--- src/rtl/cache_miss_ctrl.sv ---
// Miss/write-back controller between the cache and a single-port RAM.
// Write-back (if dirty) happens before the fill read; fill returns with a one-cycle pulse.
module cache_miss_ctrl #(
  parameter int ADDR_W = 7,
  parameter int DATA_W = 5,
  parameter int RD_LAT = 1,
  parameter int CNT_W  = 8
) (
  input  logic              Clock,
  input  logic              Resetn,
  input  logic              ReqValid,
  output logic              ReqReady,
  input  logic              ReqDirty,
  input  logic [ADDR_W-1:0] ReqWbAddr,
  input  logic [DATA_W-1:0] ReqWbData,
  input  logic [ADDR_W-1:0] ReqFillAddr,
  output logic              FillValid,
  output logic [DATA_W-1:0] FillData,
  output logic [ADDR_W-1:0] MemAddr,
  output logic [DATA_W-1:0] MemWrData,
  output logic              MemWrite,
  input  logic [DATA_W-1:0] MemRdData,
  output logic              Busy,
  output logic [CNT_W-1:0]  MissCount,
  output logic [CNT_W-1:0]  WbCount
);

  // Handshake: a request transfers on the rising edge where ReqValid & ReqReady.
  typedef enum logic [1:0] {IDLE, WB, RD, WAIT} state_t;

  localparam logic [1:0] WAIT_INIT = 2'(RD_LAT - 1);

  state_t            state;
  state_t            state_nxt;
  logic [1:0]        wait_cnt;
  logic [ADDR_W-1:0] fill_addr_q;

  assign ReqReady = (state == IDLE);
  assign Busy     = (state != IDLE);

  always_ff @(posedge Clock or negedge Resetn) begin
    if (!Resetn) state <= IDLE;
    else         state <= state_nxt;
  end

  always_comb begin
    state_nxt = state;
    case (state)
      IDLE:    if (ReqValid) state_nxt = ReqDirty ? WB : RD;
      WB:      state_nxt = RD;
      RD:      state_nxt = WAIT;
      WAIT:    if (wait_cnt == 2'd0) state_nxt = IDLE;
      default: state_nxt = IDLE;
    endcase
  end

  // Memory-side outputs are registered one edge ahead so they line up with the state.
  always_ff @(posedge Clock or negedge Resetn) begin
    if (!Resetn) begin
      wait_cnt    <= 2'd0;
      fill_addr_q <= '0;
      FillValid   <= 1'b0;
      FillData    <= '0;
      MemAddr     <= '0;
      MemWrData   <= '0;
      MemWrite    <= 1'b0;
      MissCount   <= '0;
      WbCount     <= '0;
    end else begin
      FillValid <= 1'b0;
      case (state)
        IDLE: begin
          if (ReqValid) begin
            fill_addr_q <= ReqFillAddr;
            if (MissCount != '1) MissCount <= MissCount + 1'b1;
            if (ReqDirty) begin
              MemWrite  <= 1'b1;
              MemAddr   <= ReqWbAddr;
              MemWrData <= ReqWbData;
              if (WbCount != '1) WbCount <= WbCount + 1'b1;
            end else begin
              MemAddr <= ReqFillAddr;
            end
          end
        end
        WB: begin
          MemWrite <= 1'b0;
          MemAddr  <= fill_addr_q;
        end
        RD: wait_cnt <= WAIT_INIT;
        WAIT: begin
          if (wait_cnt == 2'd0) begin
            FillData  <= MemRdData;
            FillValid <= 1'b1;
          end else begin
            wait_cnt <= wait_cnt - 2'd1;
          end
        end
        default: ;
      endcase
    end
  end

endmodule
--- config.mk ---
export PLATFORM = sky130hd
export DESIGN_NAME = cache_miss_ctrl
export DESIGN_NICKNAME = d
export VERILOG_FILES = /design/src/rtl/cache_miss_ctrl.sv
export SDC_FILE = /design/constraint.sdc
export NUM_CORES = 1
export LEC_CHECK = 0
export ABC_CLOCK_PERIOD_IN_PS = 3700
export CORE_MARGIN = 3
export CORE_UTILIZATION = 35
export DETAILED_ROUTE_END_ITERATION = 8
export GPL_ROUTABILITY_DRIVEN = 0
export PLACE_DENSITY = 0.74
export SLEW_MARGIN = 20
export SYNTH_ARGS = -nofsm -noshare
export SYNTH_HDL_FRONTEND = slang
export SYNTH_SLANG_ARGS = --single-unit
--- constraint.sdc ---
create_clock -name Clock -period 3.7 [get_ports Clock]
set_clock_uncertainty 0.15 [all_clocks]
set_input_delay 0.37 -clock Clock [delete_from_list [all_inputs] [get_ports Clock]]
set_output_delay 0.37 -clock Clock [all_outputs]
set_load 0.01 [all_outputs]
==> flow_summary.html, run 1 <==
<table>
<tr><th>Metric</th><th>Value</th></tr>
<tr><th colspan="2">Floorplanning</th></tr>
<tr><td>Die Outline Area</td><td>around 7100 um^2</td></tr>
<tr><td>Initial cell density of the core</td><td>between 30% and 40%</td></tr>
<tr><td>Die width</td><td>84.51 um</td></tr>
<tr><td>IO Pins</td><td>65</td></tr>
<tr><td>Vertical die dimension</td><td>between 80 and 90 um</td></tr>
<tr><td>Area inside the core boundary</td><td>~5700 um^2</td></tr>
<tr><td>Total number of placement rows</td><td>27</td></tr>
<tr><th colspan="2">Clock network</th></tr>
<tr><td>Number of setup buffers added after CTS</td><td>0</td></tr>
<tr><td>CTS tree</td><td>done</td></tr>
<tr><td>Clock Tree Buf Depth</td><td>2</td></tr>
<tr><td>Root Buffer Master</td><td>sky130_fd_sc_hd__clkbuf_8</td></tr>
<tr><td>TritonCTS sink count</td><td>46</td></tr>
<tr><td>Worst-path clk slew</td><td>~0.080 ns</td></tr>
<tr><td>Quantity of gates resized following cts</td><td>0</td></tr>
<tr><td>Maximum level of the CTS H-tree</td><td>2</td></tr>
<tr><td>Clock buffers created by TritonCTS</td><td>5</td></tr>
<tr><td>Source-to-sink clock delay at the later pin of the worst-skew pair</td><td>slightly below 0.3 ns</td></tr>
<tr><th colspan="2">Placement</th></tr>
<tr><td>Place WS</td><td>1.224 ns</td></tr>
<tr><td>Port Buffers</td><td>64</td></tr>
<tr><td>Detailed placement HPWL</td><td>about 3.4 mm</td></tr>
<tr><th colspan="2">Logic synthesis</th></tr>
<tr><td>Biggest area consumer among synthesized cells</td><td>sky130_fd_sc_hd__dfrtp_1</td></tr>
<tr><td>Main area contributors after synthesis</td><td>sky130_fd_sc_hd__dfrtp_1 (53%), sky130_fd_sc_hd__mux2_2 (13%), sky130_fd_sc_hd__nand2_1 (4.7%), sky130_fd_sc_hd__ha_1 (4.1%), sky130_fd_sc_hd__o22ai_1 (4.1%)</td></tr>
<tr><td>Post-synthesis net count</td><td>between 200 and 250</td></tr>
<tr><td>Share of Yosys cell area claimed by the top area cell type</td><td>53.36%</td></tr>
<tr><td>Async set-or-reset flop fraction in the synthesized netlist</td><td>100.0%</td></tr>
<tr><td>EDFF count, synth</td><td>0</td></tr>
<tr><td>Total of flip-flops plus latches after synthesis</td><td>46</td></tr>
<tr><td>Leading post-synthesis cells by instance count</td><td>sky130_fd_sc_hd__dfrtp_1 (46), sky130_fd_sc_hd__nand2_1 (27), sky130_fd_sc_hd__mux2_2 (24), sky130_fd_sc_hd__a21oi_1 (16), sky130_fd_sc_hd__o22ai_1 (14)</td></tr>
<tr><td>Average cell area after synthesis</td><td>~11 um^2</td></tr>
<tr><td>Post-synthesis sequential area ratio</td><td>53.36%</td></tr>
<tr><td>Number of instances in the synthesized netlist</td><td>just under 200</td></tr>
<tr><td>Most used DFF post-synth</td><td>sky130_fd_sc_hd__dfrtp_1</td></tr>
<tr><td>Most common cell in the synthesized netlist</td><td>sky130_fd_sc_hd__dfrtp_1</td></tr>
<tr><td>Number of warnings reported in the yosys synthesis log</td><td>0</td></tr>
<tr><td>Cell variety after synth</td><td>32</td></tr>
<tr><td>Cell area after technology mapping</td><td>about 2200 um^2</td></tr>
<tr><th colspan="2">Cells and area</th></tr>
<tr><td>Area added between synthesis and finish</td><td>37.07%</td></tr>
<tr><td>Layout Nets</td><td>299</td></tr>
<tr><td>Antenna diode count</td><td>0</td></tr>
<tr><td>Util after Layout</td><td>approximately half</td></tr>
<tr><td>Fraction of layout instances using a drive strength above 1</td><td>13.96%</td></tr>
<tr><td>Filler Cell Count</td><td>541</td></tr>
<tr><th colspan="2">Global routing</th></tr>
<tr><td>Largest net degree at the start of global routing</td><td>47</td></tr>
<tr><td>Met3 GRT Util</td><td>roughly 4.6%</td></tr>
<tr><td>Grt met2 use</td><td>21.07%</td></tr>
<tr><td>GR met1 Demand/Resource</td><td>approximately a fifth</td></tr>
<tr><td>Overall Global Routing Usage</td><td>~14%</td></tr>
<tr><td>Number of antenna violations at the first check in global routing</td><td>0</td></tr>
<tr><td>Total gr overflow</td><td>0</td></tr>
<tr><td>First-pass GRT wire length</td><td>approximately 8 mm</td></tr>
<tr><td>Via count of the first global-routing pass</td><td>roughly 1700</td></tr>
<tr><td>GRT busiest layer</td><td>met2</td></tr>
<tr><th colspan="2">Route</th></tr>
<tr><td>Routed wirelength normalized by instance count</td><td>13.83 um</td></tr>
<tr><td>Detailed router's first-iteration violation count</td><td>80</td></tr>
<tr><td>Total length of routed wires</td><td>roughly 4.7 mm</td></tr>
<tr><td>Remaining antenna violation count after routing</td><td>0</td></tr>
<tr><td>Count of vias placed by the detailed router</td><td>between 1500 and 2000</td></tr>
<tr><td>First-pass iteration count of the detailed router</td><td>4</td></tr>
<tr><td>Detail-routed via count per cell</td><td>about 5</td></tr>
<tr><td># DRC</td><td>0</td></tr>
<tr><th colspan="2">Timing</th></tr>
<tr><td>Tightest Pin Transition</td><td>0.5902 ns</td></tr>
<tr><td>Number of hold violations in the final report</td><td>0</td></tr>
<tr><td>Setup TNS Final</td><td>0 ns</td></tr>
<tr><td>Number of max-slew violations in the final report</td><td>0</td></tr>
<tr><td>Final setup vio count</td><td>0</td></tr>
<tr><td>Timing-limited maximum frequency</td><td>slightly below 400 MHz</td></tr>
<tr><td>Worst setup slack after layout</td><td>1.182 ns</td></tr>
<tr><td>Final critical-path share of the clock period</td><td>about two thirds</td></tr>
<tr><td>Worst relative slew slack</td><td>about three fifths</td></tr>
<tr><td>Unrepaired setup endpoints after global routing</td><td>no</td></tr>
<tr><td>Final critical path time including I/O delays and setup</td><td>between 2 and 3 ns</td></tr>
<tr><th colspan="2">Worst setup path</th></tr>
<tr><td>CP Max Fanout</td><td>16</td></tr>
<tr><td>Data required, critical path</td><td>roughly 3.2 ns</td></tr>
<tr><td>Slowest cell on crit path</td><td>sky130_fd_sc_hd__clkdlybuf4s50_1</td></tr>
<tr><td>Number of buffers and inverters on the critical path</td><td>3</td></tr>
<tr><td>Element type at the critical path end</td><td>output pin</td></tr>
<tr><td>Kind of cell adding the most delay to the critical path</td><td>buffers and inverters</td></tr>
<tr><td>Max incr delay on CP</td><td>~0.52 ns</td></tr>
<tr><td>Signal arrival time at the worst endpoint</td><td>around 2 ns</td></tr>
<tr><td>Most numerous cell on the critical path</td><td>sky130_fd_sc_hd__inv_1</td></tr>
<tr><td>Launching element type of the critical path</td><td>flip-flop</td></tr>
<tr><td>Type of the setup path with the least slack</td><td>flip-flop to output pin</td></tr>
<tr><td>Cell Chain, Critical Path</td><td>inv_1 -&gt; ha_1 -&gt; inv_1 -&gt; clkdlybuf4s50_1</td></tr>
<tr><th colspan="2">Min path</th></tr>
<tr><td>Worst hold path type</td><td>flip-flop to flip-flop</td></tr>
<tr><th colspan="2">Pwr</th></tr>
<tr><td>Leak pwr</td><td>~1.3 nW</td></tr>
<tr><td>VDD IR max</td><td>299.2 uV</td></tr>
<tr><td>Cell Pwr Density</td><td>about 720 nW/um^2</td></tr>
<tr><td>Overall power consumption</td><td>approximately 2.1 mW</td></tr>
<tr><th colspan="2">Job</th></tr>
<tr><td>Max-Cap Viols</td><td>0</td></tr>
<tr><th colspan="2">Status</th></tr>
<tr><td>Status</td><td>finished clean</td></tr>
</table>
==> worst min-delay path: stages (launching register included) <==
cell and delay [ns]:
sky130_fd_sc_hd__dfrtp_1 0.35, sky130_fd_sc_hd__nand2_1 0.05, sky130_fd_sc_hd__nand2_1 0.05
==> area by class of cell <==
class / count / area (um^2) / area share [%]
Sequential cell: 46 / 1151 / 38.93
Multi-Input combinational cell: 137 / 942.2 / 31.87
Timing Repair Buffer: 65 / 648.1 / 21.92
Tap cell: 72 / 90.09 / 3.047
Clock buffer: 7 / 86.33 / 2.920
Inverter: 9 / 33.78 / 1.143
Clock inverter: 1 / 5.005 / 0.1693
==> layout by cell type, fill, tap and decap left out, types with 2 or more instances in the layout <==
cell / synthesis / final
sky130_fd_sc_hd__dfrtp_1: 46 / 46
sky130_fd_sc_hd__nand4_1: 4 / 4
sky130_fd_sc_hd__o22ai_1: 14 / 14
sky130_fd_sc_hd__nand2_1: 27 / 27
sky130_fd_sc_hd__nand3_1: 5 / 5
sky130_fd_sc_hd__mux2_2: 24 / 24
sky130_fd_sc_hd__nor2_1: 12 / 12
sky130_fd_sc_hd__clkbuf_8: 0 / 6
sky130_fd_sc_hd__clkdlybuf4s50_1: 0 / 63
sky130_fd_sc_hd__mux2i_1: 2 / 2
sky130_fd_sc_hd__a21oi_1: 16 / 16
sky130_fd_sc_hd__inv_1: 9 / 9
sky130_fd_sc_hd__ha_1: 7 / 7
sky130_fd_sc_hd__and3_1: 2 / 2
sky130_fd_sc_hd__xnor2_1: 4 / 4
sky130_fd_sc_hd__xor2_1: 4 / 4
==> worst paths after layout <==
path | start | endpoint | slack [ns] | depth (start not counted)
worst max register to register | state[0] | MissCount[4] | 1.24 | 6
worst max-delay path | state[0] | Busy | 1.18 | 4
max in group asynchronous | Resetn | MemAddr[1] | 2.54 | 2
worst min-delay path | MemWrData[1] | MemWrData[1] | 0.33 | 2
worst min register to register | MemWrData[1] | MemWrData[1] | 0.33 | 2
min in group asynchronous | Resetn | WbCount[6] | 0.47 | 2
==> sequential cells by signal, indices dropped and copies added, names as in the netlist <==
name         count
MissCount        8
MemWrite         1
FillValid        1
FillData         5
state            2
MemAddr          7
wait_cnt         2
fill_addr_q      7
MemWrData        5
WbCount          8
==> through the flow <==
| stage | cells | hold slack, ns | instance area, um^2 |
|---|---|---|---|
| 2_1_floorplan | 197 | -0.07559 | 2157 |
| 6_report | 337 | 0.3338 | 2957 |
| 5_1_grt | 337 | 0.3628 | 2957 |
| 3_3_place_gp | 328 | 0.3139 | 2853 |
| 3_5_place_dp | 328 | 0.3210 | 2853 |
| 4_1_cts | 336 | 0.1270 | 2944 |
==> per-layer routing <==
layer,wire (um),vias to the layer above
met4,46,0
met5,0,-
met2,2177,56
li1,-,825
met3,306,5
met1,2130,827
==> kinds of logic after synthesis <==
family / count (synthesis) / synth area share (%)
AO/OA/AOI/OAI: 37 / 10.21
XOR/XNOR: 8 / 3.248
multiplexers: 26 / 13.46
AND/OR/NAND/NOR: 59 / 12.70
buffers and inverters: 14 / 2.958
adder cells (fa/ha/maj): 7 / 4.060
flip-flops: 46 / 53.36
==> power by group <==
group          total (mW)  switching (mW)  leakage [nW]  internal (mW)
clock               0.313           0.162        0.0482          0.151
sequential          0.860           0.154         0.567          0.707
combinational       0.958           0.423         0.659          0.534
==> what timing repair did <==
item,4_1_cts,5_1_grt
setup endpoints to repair,0,0
hold endpoints to repair,0,46
hold buffers,0,1
No activity file was read; power rests on OpenSTA's default activity.
==> inputs of run 2 (changes only) <==
ABC_CLOCK_PERIOD_IN_PS = 2100   (was 3700)
PLACE_DENSITY = 0.77   (was 0.74)
clock period = 2.1 ns   (was 3.7 ns; I/O delays follow)
==> flow_summary.html, run 2 (same netlist as run 1, synthesis figures left out) <==
<table>
<tr><th>Metric</th><th>Value</th></tr>
<tr><th colspan="2">Status</th></tr>
<tr><td>Status</td><td>finished clean</td></tr>
<tr><th colspan="2">Pwr</th></tr>
<tr><td>Overall power consumption</td><td>3.833 mW</td></tr>
<tr><td>Switching power of the nets</td><td>about 1.3 mW</td></tr>
<tr><td>Power share of the clock group</td><td>between 10% and 20%</td></tr>
<tr><td>Internal portion of total power</td><td>between 2 and 2.5 mW</td></tr>
<tr><td>Leak pwr</td><td>roughly 1.3 nW</td></tr>
<tr><td>Fraction of power spent switching nets</td><td>about a third</td></tr>
<tr><td>Combinational cell fraction of total power</td><td>~47%</td></tr>
<tr><td>Sequential Power Share</td><td>between 30 and 40%</td></tr>
<tr><td>VDD IR max</td><td>between 500 and 600 uV</td></tr>
<tr><td>Cell Pwr Density</td><td>about 1300 nW/um^2</td></tr>
<tr><th colspan="2">Min path</th></tr>
<tr><td>Instance count along the most critical hold path</td><td>3</td></tr>
<tr><td>Endpoint of the worst hold path</td><td>MemWrData[1]</td></tr>
<tr><td>Startpoint of the most critical hold path</td><td>ReqWbData[1]</td></tr>
<tr><td>Worst hold path type</td><td>primary input to flip-flop</td></tr>
<tr><th colspan="2">Route</th></tr>
<tr><td>First-pass iteration count of the detailed router</td><td>4</td></tr>
<tr><td>Total length of routed wires</td><td>about 4.9 mm</td></tr>
<tr><td># DRC</td><td>0</td></tr>
<tr><td>Count of vias placed by the detailed router</td><td>1707</td></tr>
<tr><td>Detail-routed via count per cell</td><td>between 4 and 5</td></tr>
<tr><td>Detailed router's first-iteration violation count</td><td>~100</td></tr>
<tr><td>Routed wirelength normalized by instance count</td><td>14.29 um</td></tr>
<tr><td>Remaining antenna violation count after routing</td><td>0</td></tr>
<tr><th colspan="2">Cells and area</th></tr>
<tr><td>Commonest non-fill, non-tap cell in the layout</td><td>sky130_fd_sc_hd__clkdlybuf4s50_1</td></tr>
<tr><td>Antenna diode count</td><td>0</td></tr>
<tr><td>Util after Layout</td><td>approximately 53%</td></tr>
<tr><td>Commonest cells after routing, fill and taps aside</td><td>sky130_fd_sc_hd__clkdlybuf4s50_1 (63), sky130_fd_sc_hd__dfrtp_1 (46), sky130_fd_sc_hd__nand2_1 (27)</td></tr>
<tr><td>Layout Nets</td><td>308</td></tr>
<tr><td>Design area</td><td>a little over 3000 um^2</td></tr>
<tr><td>Area added between synthesis and finish</td><td>39.97%</td></tr>
<tr><td>Final std cells w/o fill</td><td>345</td></tr>
<tr><td>Fraction of layout instances using a drive strength above 1</td><td>between 15 and 20%</td></tr>
<tr><td>Top flop regs</td><td>MissCount: 8 flops, WbCount: 8 flops</td></tr>
<tr><th colspan="2">Clock network</th></tr>
<tr><td>Worst-path clk slew</td><td>approximately 0.080 ns</td></tr>
<tr><td>Root Buffer Master</td><td>sky130_fd_sc_hd__clkbuf_8</td></tr>
<tr><td>Clock Tree Buf Depth</td><td>2</td></tr>
<tr><td>Maximum level of the CTS H-tree</td><td>2</td></tr>
<tr><td>Clock buffers created by TritonCTS</td><td>5</td></tr>
<tr><td>TritonCTS sink count</td><td>46</td></tr>
<tr><td>CTS tree</td><td>done</td></tr>
<tr><td>Source-to-sink clock delay at the later pin of the worst-skew pair</td><td>~0.3 ns</td></tr>
<tr><th colspan="2">Worst setup path</th></tr>
<tr><td>CP Max Fanout</td><td>6</td></tr>
<tr><td>Launching element type of the critical path</td><td>flip-flop</td></tr>
<tr><td>Slowest cell on crit path</td><td>sky130_fd_sc_hd__clkdlybuf4s50_1</td></tr>
<tr><td>Data required, critical path</td><td>1.74 ns</td></tr>
<tr><td>Signal arrival time at the worst endpoint</td><td>between 1.5 and 2 ns</td></tr>
<tr><td>Number of buffers and inverters on the critical path</td><td>3</td></tr>
<tr><td>Cell Chain, Critical Path</td><td>inv_2 -&gt; ha_4 -&gt; buf_4 -&gt; clkdlybuf4s50_1</td></tr>
<tr><td>Flop-to-flop setup slack</td><td>about 0.33 ns</td></tr>
<tr><td>Max incr delay on CP</td><td>~0.55 ns</td></tr>
<tr><td>Kind of cell adding the most delay to the critical path</td><td>buffers and inverters</td></tr>
<tr><td>Type of the setup path with the least slack</td><td>flip-flop to output pin</td></tr>
<tr><td>Worst Reg2Reg Path Length in Cells</td><td>6</td></tr>
<tr><td>Destination of the worst register-to-register timing path</td><td>MissCount[7]</td></tr>
<tr><td>Launch instance of the worst register-to-register path</td><td>state[0]</td></tr>
<tr><td>Element type at the critical path end</td><td>output pin</td></tr>
<tr><th colspan="2">Floorplanning</th></tr>
<tr><td>Vertical die dimension</td><td>~85 um</td></tr>
<tr><td>Die Outline Area</td><td>around 7100 um^2</td></tr>
<tr><td>Total number of placement rows</td><td>27</td></tr>
<tr><td>Area inside the core boundary</td><td>5743 um^2</td></tr>
<tr><td>Initial cell density of the core</td><td>around 38%</td></tr>
<tr><td>Die width</td><td>around 85 um</td></tr>
<tr><td>IO Pins</td><td>between 60 and 70</td></tr>
<tr><th colspan="2">Global routing</th></tr>
<tr><td>Largest net degree at the start of global routing</td><td>33</td></tr>
<tr><td>Total gr overflow</td><td>0</td></tr>
<tr><td>First-pass GRT wire length</td><td>8.231 mm</td></tr>
<tr><td>Overall Global Routing Usage</td><td>14.20%</td></tr>
<tr><td>Number of antenna violations at the first check in global routing</td><td>0</td></tr>
<tr><td>Via count of the first global-routing pass</td><td>1700</td></tr>
<tr><th colspan="2">Timing</th></tr>
<tr><td>Setup TNS Final</td><td>0 ns</td></tr>
<tr><td>Final critical-path share of the clock period</td><td>between 90 and 100%</td></tr>
<tr><td>Unrepaired setup endpoints after global routing</td><td>no</td></tr>
<tr><td>Final critical path time including I/O delays and setup</td><td>2.034 ns</td></tr>
<tr><td>Worst relative slew slack</td><td>approximately 53%</td></tr>
<tr><td>Timing-limited maximum frequency</td><td>~490 MHz</td></tr>
<tr><td>Tightest Pin Transition</td><td>0.7000 ns</td></tr>
<tr><td>Number of max-slew violations in the final report</td><td>0</td></tr>
<tr><td>Worst setup slack after layout</td><td>between 0.06 and 0.07 ns</td></tr>
<tr><td>Worst hold-check slack</td><td>between 0.2 and 0.3 ns</td></tr>
<tr><td>Number of hold violations in the final report</td><td>0</td></tr>
<tr><td>Final setup vio count</td><td>0</td></tr>
<tr><th colspan="2">Placement</th></tr>
<tr><td>Port Buffers</td><td>64</td></tr>
<tr><td>Dpl cell area</td><td>between 2000 and 3000 um^2</td></tr>
<tr><td>Place WS</td><td>0.2186 ns</td></tr>
<tr><td>Detailed placement HPWL</td><td>about 3.8 mm</td></tr>
<tr><td>Number of cells in the design after placement</td><td>roughly 340</td></tr>
<tr><th colspan="2">Job</th></tr>
<tr><td>Max-Cap Viols</td><td>0</td></tr>
</table>
-- run 2: area by class of cell --
class | instances | area (um^2)
Clock buffer | 7 | 76.32
Sequential cell | 46 | 1151
Tap cell | 72 | 90.09
Timing Repair Buffer | 74 | 713.2
Inverter | 9 | 33.78
Fill cell | 532 | 2724
Multi-Input combinational cell | 137 | 954.7
-- run 2: metal layers --
metal / vias to the layer above / wire [um] / global-route usage [%]
met5: - / 0 / 0
met4: 0 / 55 / 3.885
met3: 6 / 273 / 3.729
met2: 50 / 2367 / 23.13
met1: 809 / 2233 / 18.70
li1: 842 / - / -
-- run 2: worst max-delay path by stage --
| stage | end | slack, ns | cells past startpoint | startpoint |
|---|---|---|---|---|
| after floorplan | MissCount[7] | 0.29 | 6 | state[0] |
| after global placement | MissCount[7] | 0.26 | 5 | ReqValid |
| after detailed placement | MissCount[7] | 0.22 | 6 | state[0] |
| after CTS | ReqReady | 0.02 | 4 | state[0] |
| after global routing | ReqReady | 0.001 | 4 | state[0] |
| final | ReqReady | 0.07 | 4 | state[0] |
-- run 2: tightest hold or removal path, stage by stage --
cell	delay [ns]
sky130_fd_sc_hd__clkdlybuf4s50_1	0.39
sky130_fd_sc_hd__nand2_1	0.05
sky130_fd_sc_hd__nand2_1	0.04
-- run 2: timing repair --
action	CTS	global route
hold endpoints to repair	30	0
gates resized for setup	2	2
hold buffers	1	0
setup endpoints to repair	1	1
setup buffers	0	0
-- run 2: power by group through the flow --
stage / logic, mW / registers, mW / clock network (mW)
3_3_place_gp: 1.73 / 1.53 / 0
5_1_grt: 1.95 / 1.58 / 0.568
2_1_floorplan: 0.797 / 1.61 / 0
4_1_cts: 1.82 / 1.53 / 0.521
6_report: 1.80 / 1.53 / 0.509
3_5_place_dp: 1.78 / 1.54 / 0
==> inputs of run 3 (changes only) <==
CORE_UTILIZATION = 40   (was 35)
PLACE_DENSITY = 0.84   (was 0.77)
==> flow_summary.html, run 3 (same netlist as run 1, synthesis figures left out) <==
<table>
<tr><th>Metric</th><th>Value</th></tr>
<tr><th colspan="2">Clock network</th></tr>
<tr><td>Root Buffer Master</td><td>sky130_fd_sc_hd__clkbuf_8</td></tr>
<tr><td>Worst-path clk slew</td><td>~0.08 ns</td></tr>
<tr><td>Source-to-sink clock delay at the later pin of the worst-skew pair</td><td>between 0.2 and 0.3 ns</td></tr>
<tr><td>Maximum level of the CTS H-tree</td><td>2</td></tr>
<tr><td>TritonCTS sink count</td><td>46</td></tr>
<tr><td>Clock Tree Buf Depth</td><td>2</td></tr>
<tr><td>CTS tree</td><td>done</td></tr>
<tr><td>Clock buffers created by TritonCTS</td><td>5</td></tr>
<tr><th colspan="2">Timing</th></tr>
<tr><td>Worst relative slew slack</td><td>between 60% and 70%</td></tr>
<tr><td>Tightest Pin Transition</td><td>~0.57 ns</td></tr>
<tr><td>Number of max-slew violations in the final report</td><td>0</td></tr>
<tr><td>Unrepaired setup endpoints after global routing</td><td>no</td></tr>
<tr><td>Timing-limited maximum frequency</td><td>509.2 MHz</td></tr>
<tr><td>Final critical path time including I/O delays and setup</td><td>1.964 ns</td></tr>
<tr><td>Final setup vio count</td><td>0</td></tr>
<tr><td>Setup TNS Final</td><td>0 ns</td></tr>
<tr><td>Final critical-path share of the clock period</td><td>93.52%</td></tr>
<tr><td>Number of hold violations in the final report</td><td>0</td></tr>
<tr><td>Worst hold-check slack</td><td>around 0.29 ns</td></tr>
<tr><th colspan="2">Global routing</th></tr>
<tr><td>Overall Global Routing Usage</td><td>between 10% and 20%</td></tr>
<tr><td>Largest net degree at the start of global routing</td><td>47</td></tr>
<tr><td>Number of antenna violations at the first check in global routing</td><td>0</td></tr>
<tr><td>Via count of the first global-routing pass</td><td>~1700</td></tr>
<tr><td>Total gr overflow</td><td>0</td></tr>
<tr><td>First-pass GRT wire length</td><td>roughly 8.0 mm</td></tr>
<tr><th colspan="2">Placement</th></tr>
<tr><td>Number of cells in the design after placement</td><td>around 330</td></tr>
<tr><td>Port Buffers</td><td>64</td></tr>
<tr><td>Dpl cell area</td><td>slightly below 3000 um^2</td></tr>
<tr><td>Detailed placement HPWL</td><td>between 3 and 4 mm</td></tr>
<tr><th colspan="2">Worst setup path</th></tr>
<tr><td>Type of the setup path with the least slack</td><td>flip-flop to output pin</td></tr>
<tr><td>Max incr delay on CP</td><td>about 0.56 ns</td></tr>
<tr><td>Element type at the critical path end</td><td>output pin</td></tr>
<tr><td>Cell Chain, Critical Path</td><td>inv_1 -&gt; ha_4 -&gt; clkdlybuf4s50_1</td></tr>
<tr><td>Launching element type of the critical path</td><td>flip-flop</td></tr>
<tr><td>Slowest cell on crit path</td><td>sky130_fd_sc_hd__clkdlybuf4s50_1</td></tr>
<tr><td>CP Max Fanout</td><td>9</td></tr>
<tr><td>Data required, critical path</td><td>between 1.5 and 2 ns</td></tr>
<tr><td>Signal arrival time at the worst endpoint</td><td>~1.6 ns</td></tr>
<tr><th colspan="2">Route</th></tr>
<tr><td>Detailed router's first-iteration violation count</td><td>roughly 120</td></tr>
<tr><td>First-pass iteration count of the detailed router</td><td>4</td></tr>
<tr><td>Total length of routed wires</td><td>between 4 and 5 mm</td></tr>
<tr><td>Remaining antenna violation count after routing</td><td>0</td></tr>
<tr><td>Detail-routed via count per cell</td><td>around 5.0</td></tr>
<tr><td>Count of vias placed by the detailed router</td><td>between 1500 and 2000</td></tr>
<tr><td>Routed wirelength normalized by instance count</td><td>approximately 14 um</td></tr>
<tr><td># DRC</td><td>0</td></tr>
<tr><th colspan="2">Floorplanning</th></tr>
<tr><td>Die width</td><td>roughly 80 um</td></tr>
<tr><td>Total number of placement rows</td><td>26</td></tr>
<tr><td>Area inside the core boundary</td><td>a little over 5000 um^2</td></tr>
<tr><td>IO Pins</td><td>65</td></tr>
<tr><td>Vertical die dimension</td><td>79.44 um</td></tr>
<tr><td>Die Outline Area</td><td>between 6000 and 7000 um^2</td></tr>
<tr><td>Initial cell density of the core</td><td>between 40% and 50%</td></tr>
<tr><th colspan="2">Cells and area</th></tr>
<tr><td>Final std cells w/o fill</td><td>342</td></tr>
<tr><td>Fraction of layout instances using a drive strength above 1</td><td>between 15 and 20%</td></tr>
<tr><td>Antenna diode count</td><td>0</td></tr>
<tr><td>Commonest non-fill, non-tap cell in the layout</td><td>sky130_fd_sc_hd__clkdlybuf4s50_1</td></tr>
<tr><td>Top flop regs</td><td>MissCount: 8 flops, WbCount: 8 flops</td></tr>
<tr><td>Commonest cells after routing, fill and taps aside</td><td>sky130_fd_sc_hd__clkdlybuf4s50_1 (62), sky130_fd_sc_hd__dfrtp_1 (46), sky130_fd_sc_hd__nand2_1 (27)</td></tr>
<tr><td>Design area</td><td>just over 3000 um^2</td></tr>
<tr><td>Layout Nets</td><td>306</td></tr>
<tr><td>Area added between synthesis and finish</td><td>40.08%</td></tr>
<tr><td>Util after Layout</td><td>between 50 and 60%</td></tr>
<tr><th colspan="2">Job</th></tr>
<tr><td>Max-Cap Viols</td><td>0</td></tr>
<tr><th colspan="2">Pwr</th></tr>
<tr><td>Cell Pwr Density</td><td>1273 nW/um^2</td></tr>
<tr><td>VDD IR max</td><td>~650 uV</td></tr>
<tr><td>Leak pwr</td><td>roughly 1.3 nW</td></tr>
<tr><th colspan="2">Status</th></tr>
<tr><td>Status</td><td>finished clean</td></tr>
<tr><th colspan="2">Min path</th></tr>
<tr><td>Worst hold path type</td><td>primary input to flip-flop</td></tr>
</table>
==> run 3: cell count changes in the layout (fill, tap and decap cells not counted), sizes merged <==
cell	delta
buf	-2
clkdlybuf4s50	-1
clkinv	+1
dlymetal6s2s	+1
==> run 3: per-stage QoR <==
step,total power [mW],worst slack (ns)
after floorplan,2.407,0.2913
after global placement,3.218,0.2369
after detailed placement,3.278,0.1482
after CTS,3.841,0.04749
after global routing,4.132,0.06106
final,3.846,0.1360
==> run 3: power by group <==
group	switching (mW)	leakage, nW	internal (mW)
Clock	0.288	0.0482	0.266
Combinational	0.765	0.697	1.00
Sequential	0.281	0.567	1.24
==> run 3: layout make-up <==
type | instances | area (um^2)
inverters | 9 | 33.78
fillers | 440 | 2151
well taps | 70 | 87.58
flip-flops and latches | 46 | 1151
multi-input cells | 137 | 957.2
repair buffers | 72 | 700.7
clock inverters | 1 | 5.005
clock buffers | 7 | 86.33
==> run 3: per-layer routing <==
metal / track usage (%) / vias up / share of wire, %
li1: - / 845 / -
met1: 20.15 / 831 / 42
met2: 27.96 / 45 / 52
met3: 3.612 / 5 / 5.0
met4: 4.639 / 0 / 0.88
met5: 0 / - / 0
==> run 3: worst paths after layout <==
kind,start,to,slack (ns),cells past startpoint
max reg2reg,state[0],MissCount[7],0.20,6
min,ReqWbData[0],MemWrData[0],0.29,3
min in group asynchronous,Resetn,WbCount[5],0.37,3
max,state[0],ReqReady,0.14,3
max in group asynchronous,Resetn,fill_addr_q[3],1.03,3
min reg2reg,MemWrData[0],MemWrData[0],0.34,2
==> run 3: worst max-delay path, delay by kind of cell (launching register included) <==
| kind | cells | cell delay (ns) |
|---|---|---|
| DFF | 1 | 0.42 |
| buffers and inverters | 2 | 0.69 |
| adders and majority gates | 1 | 0.20 |
==> run 3: timing repair <==
| action | in CTS | in global routing |
|---|---|---|
| cloned | 0 | 0 |
| hold endpoints to repair | 46 | 0 |
| gates resized for setup | 1 | 3 |
| hold buffers | 1 | 0 |
| endpoints found under the setup margin | 2 | 3 |
| buffers inserted | 0 | 1 |
